`src/rtl/led_mode_ctrl.sv`:
```
// led_mode_ctrl: four-mode LED sequencer (off, breathing, blink, chase) with pause/hold
module led_mode_ctrl #(
  parameter int BLINK_HALF = 500000,
  parameter int STEP_CNT   = 250000
) (
  input  logic       clk,
  input  logic       rst_n,
  input  logic       key_next,
  input  logic       key_pause,
  input  logic [7:0] breath_led,
  output logic       en_breath,
  output logic [7:0] led,
  output logic [1:0] mode
);
  localparam int BW = $clog2(BLINK_HALF > 1 ? BLINK_HALF : 2);
  localparam int SW = $clog2(STEP_CNT > 1 ? STEP_CNT : 2);
  localparam logic [BW-1:0] BLINK_TC = BW'(BLINK_HALF - 1);
  localparam logic [SW-1:0] STEP_TC = SW'(STEP_CNT - 1);
  typedef enum logic [1:0] {OFF, BREATH, BLINK, CHASE} mode_t;
  mode_t mode_q, mode_d;
  logic paused_q, paused_d, phase_q, phase_d, blink_tc, step_tc;
  logic [BW-1:0] blink_cnt_q, blink_cnt_d;
  logic [SW-1:0] step_cnt_q, step_cnt_d;
  logic [7:0] pattern_q, pattern_d, led_q, led_d;
  always_ff @(posedge clk) begin
    if (!rst_n) begin
      mode_q      <= OFF;
      paused_q    <= 1'b0;
      phase_q     <= 1'b0;
      blink_cnt_q <= '0;
      step_cnt_q  <= '0;
      pattern_q   <= 8'h01;
      led_q       <= 8'h00;
    end else begin
      mode_q      <= mode_d;
      paused_q    <= paused_d;
      phase_q     <= phase_d;
      blink_cnt_q <= blink_cnt_d;
      step_cnt_q  <= step_cnt_d;
      pattern_q   <= pattern_d;
      led_q       <= led_d;
    end
  end
  always_comb begin
    mode_d      = key_next ? mode_t'(mode_q + 2'd1) : mode_q;
    paused_d    = !key_next && ((key_pause && mode_q != OFF) ? !paused_q : paused_q);
    blink_tc    = blink_cnt_q == BLINK_TC;
    step_tc     = step_cnt_q == STEP_TC;
    blink_cnt_d = blink_cnt_q;
    step_cnt_d  = step_cnt_q;
    phase_d     = phase_q;
    pattern_d   = pattern_q;
    // a mode change loads the entry state of whichever mode comes next
    if (key_next) begin
      blink_cnt_d = '0;
      step_cnt_d  = '0;
      phase_d     = mode_d == BLINK;
      pattern_d   = 8'h01;
    end else if (!paused_q && mode_q == BLINK) begin
      blink_cnt_d = blink_tc ? '0 : blink_cnt_q + 1'b1;
      phase_d     = phase_q ^ blink_tc;
    end else if (!paused_q && mode_q == CHASE) begin
      step_cnt_d = step_tc ? '0 : step_cnt_q + 1'b1;
      pattern_d  = step_tc ? {pattern_q[6:0], pattern_q[7]} : pattern_q;
    end
    led_d = paused_q ? led_q :
            mode_q == BREATH ? breath_led :
            mode_q == BLINK ? {8{phase_q}} :
            mode_q == CHASE ? pattern_q : 8'h00;
  end
  assign mode      = mode_q;
  assign en_breath = mode_q == BREATH && !paused_q;
  assign led       = led_q;
endmodule

```
`config.mk`:
```
export PLATFORM = sky130hd
export DESIGN_NAME = led_mode_ctrl
export DESIGN_NICKNAME = d
export VERILOG_FILES = /design/src/rtl/led_mode_ctrl.sv
export SDC_FILE = /design/constraint.sdc
export NUM_CORES = 1
export LEC_CHECK = 0
export CORE_MARGIN = 3
export CORE_UTILIZATION = 45
export CTS_CLUSTER_SIZE = 16
export DETAILED_ROUTE_END_ITERATION = 16
export PLACE_DENSITY = 0.69
export SLEW_MARGIN = 5
export SYNTH_ARGS = -nofsm -noshare
export SYNTH_HDL_FRONTEND = slang
export SYNTH_SLANG_ARGS = --single-unit
```
`constraint.sdc`:
```
create_clock -name clk -period 2.8 [get_ports clk]
set_input_delay 0.28 -clock clk [delete_from_list [all_inputs] [get_ports clk]]
set_output_delay 0.28 -clock clk [all_outputs]
set_load 0.05 [all_outputs]
```
==> impl_metrics.env, run 1 <==
export IMPL_max_slew_margin_pct=53.29
export IMPL_initial_core_util_pct=47.44
export IMPL_path_max_fanout=7
export IMPL_cap_violations=0
export IMPL_wl_per_cell_um=13.76
export IMPL_die_area_um2=6909
export IMPL_fin_area_um2=3204
export IMPL_fin_crit_sh_pct=86.46
export IMPL_worstPathCellList="ha_1, nand2_1, inv_1, clkdlybuf4s50_1"
export IMPL_hold_viol_final=0
export IMPL_io_pins=23
export IMPL_cts_root_buf="clkbuf_8"
export IMPL_synth_area_um2=2676
export IMPL_fin_worst_skew_ns=0.009075
export IMPL_hold_path_depth=2
export IMPL_syn_area_per_cell_um2=8.633
export IMPL_fin_tns_setup_ns=0
export IMPL_ys_flop_type="dfxtp_1"
export IMPL_track_usage_pct=17.69
export IMPL_cts_setup_buffers=0
export IMPL_run_status="finished clean"
export IMPL_first_pass_iters=5
export IMPL_drtAntennaViolNets=0
export IMPL_cts_tree="yes"
export IMPL_path_class="register to output port"
export IMPL_synthAdderAreaFrac_pct=2.805
export IMPL_p_per_area_nw_per_um2=618.8
export IMPL_fin_nets=353
export IMPL_drt_iter0_markers=68
export IMPL_cp_start_kind="register"
export IMPL_cp_arrival_ns=2.14
export IMPL_clock_sinks=57
export IMPL_fp_dieW_um=83.12
export IMPL_antenna_found_initial=0
export IMPL_die_h_um=83.12
export IMPL_cp_required_ns=2.52
export IMPL_numCtsBuffers=9
export IMPL_critical_path_slowest_cell="clkdlybuf4s50_1"
export IMPL_synthMuxAreaShare_pct=0.7480
export IMPL_p_leak_nw=1.004
export IMPL_rsz0062_at_grt="no"
export IMPL_route_detailed_drc=0
export IMPL_synthToLayoutAreaGrowth_pct=19.73
export IMPL_drive_above_1_share_pct=6.471
export IMPL_wl_um=5670
export IMPL_ctsLongestPathBuffers=2
export IMPL_gp_congestion=0.7842
export IMPL_r2r_setup_slack_ns=0.39
export IMPL_ys_seq_elements=57
export IMPL_diodes=0
export IMPL_post_cts_resized=0
export IMPL_dpl_instance_area_um2=2960
export IMPL_clk_pin_slew_ns=0.07
export IMPL_ys_async_sr_fraction_pct=0
export IMPL_fmax_ghz=0.4131
export IMPL_cpPeakStageDelay_ns=0.80
export IMPL_cts_max_level=3
export IMPL_synth_edf_count=0
export IMPL_reg2reg_depth=6
export IMPL_synth_top_area_share_pct=42.64
export IMPL_tightest_slew_ns=0.6949
export IMPL_io_buffers=22
export IMPL_numPlacedInstances=396
export IMPL_worstSkewPairLatency_ns=0.34
export IMPL_synth_xor_xnor_area_share_pct=7.854
export IMPL_synth_top_area_cell="dfxtp_1"
export IMPL_hold_class="register to register"
export IMPL_synth_distinct_cells=43
export IMPL_synthesis_nets=328
export IMPL_drv_slew=0
export IMPL_end_kind="output port"
export IMPL_dp_hpwl_um=3854
export IMPL_r2r_start="mode[0]$_SDFF_PN0_"
export IMPL_via_per_inst=5.619
export IMPL_synth_top_family_by_area="simple AND/OR/NAND/NOR gates"
export IMPL_ir_worst_vdd_mv=0.3741
export IMPL_synth_cells=310
export IMPL_rows=27
export IMPL_grt_pass1_wl_um=9880
export IMPL_final_cells=412
export IMPL_synth_area_top_cells="dfxtp_1, a21oi_1, xnor2_1"
export IMPL_setup_violations_final=0
export IMPL_cts_hold_fix_buffers=0
export IMPL_grt_pass1_vias=2251
export IMPL_hold_path_startpoint="led[5]$_SDFFE_PN0N_"
export IMPL_synth_compound_area_share_pct=13.70
export IMPL_yosysSeqAreaShare_pct=42.64
export IMPL_r2r_end="step_cnt_q[17]$_SDFFE_PP0P_"
export IMPL_synthSimpleGateAreaFrac_pct=29.17
export IMPL_yosys_warnings=0
export IMPL_fp_coreArea_um2=5642
export IMPL_min_period_ns=2.421
export IMPL_num_vias=2315
export IMPL_hold_path_end="led[5]$_SDFFE_PN0N_"
export IMPL_grt_overflow=0
export IMPL_grt_start_max_net_pins=19
[cells in the final DEF, fill, tap and decap left out, drive strengths merged, types with 2 or more instances in the layout]
master,count
nand2b,3
xor2,9
nor2b,5
or4b,2
and4,2
or4,9
nand3,21
inv,6
nand2,19
dfxtp,57
ha,6
xnor2,15
nor3b,8
and3,3
clkinv,2
clkdlybuf4s50,22
buf,4
bufinv,3
o22ai,6
nor4,7
a21oi,28
o31ai,4
mux2i,2
nor3,4
clkbuf,11
nand4,11
or3,10
nor2,28
o21ai,20
[report_power, final]
part	switching [W]	total (W)	internal (W)
clock	0.000335	0.000949	0.000614
sequential	0.0000115	0.000838	0.000827
combinational	0.000121	0.000196	0.0000753
total	0.000467	0.00198	0.00152
[worst max-delay path: cells and delay by family (launching register included)]
family | cells | cell delay, ns
fa+ha+maj | 1 | 0.27
buf+inv | 2 | 0.90
flops | 1 | 0.42
simple gates | 1 | 0.20
[worst max path at each step]
stage / from / slack, ns / end / depth (start not counted)
finish: mode[0]$_SDFF_PN0_ / 0.38 / en_breath / 4
floorplan: mode[0]$_SDFF_PN0_ / 0.12 / step_cnt_q[15]$_SDFFE_PP0P_ / 8
CTS: mode[0]$_SDFF_PN0_ / 0.36 / en_breath / 4
global route: mode[0]$_SDFF_PN0_ / 0.18 / step_cnt_q[15]$_SDFFE_PP0P_ / 6
global placement: mode[0]$_SDFF_PN0_ / 0.47 / step_cnt_q[15]$_SDFFE_PP0P_ / 6
detailed placement: mode[0]$_SDFF_PN0_ / 0.39 / step_cnt_q[15]$_SDFFE_PP0P_ / 6
[area by class of cell]
type                            instances  area (µm²)
Fill cell                             488        2437
Timing Repair Buffer                   26       250.2
Clock inverter                          5       102.6
Tap cell                               72       90.09
Inverter                                7       26.28
Multi-Input combinational cell        234        1453
Clock buffer                           11       141.4
Sequential cell                        57        1141
[metrics by stage]
| stage | hold slack [ns] | worst slack, ns | utilization (%) | total power [W] |
|---|---|---|---|---|
| floorplan | 0.4449 | 0.1209 | - | 0.0009842 |
| global placement | 0.4617 | 0.4725 | 52.47 | 0.001050 |
| detailed placement | 0.4726 | 0.3907 | 52.47 | 0.001053 |
| CTS | 0.4846 | 0.3564 | 56.80 | 0.002006 |
| global route | 0.5016 | 0.1845 | 56.80 | 0.002061 |
| finish | 0.4801 | 0.3792 | 56.80 | 0.001983 |
[flip-flops by register name, summed over array words and instances (netlist names)]
register     count
mode             2
led              8
paused_q         1
pattern_q        8
blink_cnt_q     19
step_cnt_q      18
phase_q          1
[cells in the mapped netlist, drive strengths merged (2+ instances only)]
library cell  count
nor2             28
nor3b             8
o22ai             6
dfxtp            57
nor3              4
nor2b             5
a21oi            28
nand2b            3
xnor2            15
or4               9
and4              2
or3              10
nand2            19
ha                6
inv               6
nand3            21
mux2i             2
and3              3
o21ai            20
o31ai             4
buf               4
clkbuf            8
xor2              9
nand4            11
nor4              7
or4b              2
[cell families after synthesis]
family	Yosys count
flops	57
mux	2
xor+xnor	24
fa+ha+maj	6
compound gates	63
buf+inv	19
simple gates	139
[routing by layer]
layer | vias up | share of wire (%) | global-route usage, %
met3 | 11 | 2.8 | 4.167
met1 | 1093 | 47 | 20.54
met5 | - | 0 | 0
li1 | 1179 | - | -
met4 | 0 | 2.3 | 11.00
met2 | 32 | 48 | 29.23
No activity file was read; power rests on OpenSTA's default activity.
==> inputs of run 2 (changes only) <==
--- a/config.mk
+++ b/config.mk
@@ -7,7 +7,7 @@
 export LEC_CHECK = 0
 export CORE_MARGIN = 3
 export CORE_UTILIZATION = 45
-export CTS_CLUSTER_SIZE = 16
+export CTS_CLUSTER_SIZE = 10
 export DETAILED_ROUTE_END_ITERATION = 16
 export PLACE_DENSITY = 0.69
 export SLEW_MARGIN = 5
==> results of run 2 <==
The final DEF is identical to that of run 1; final timing and power are the same.
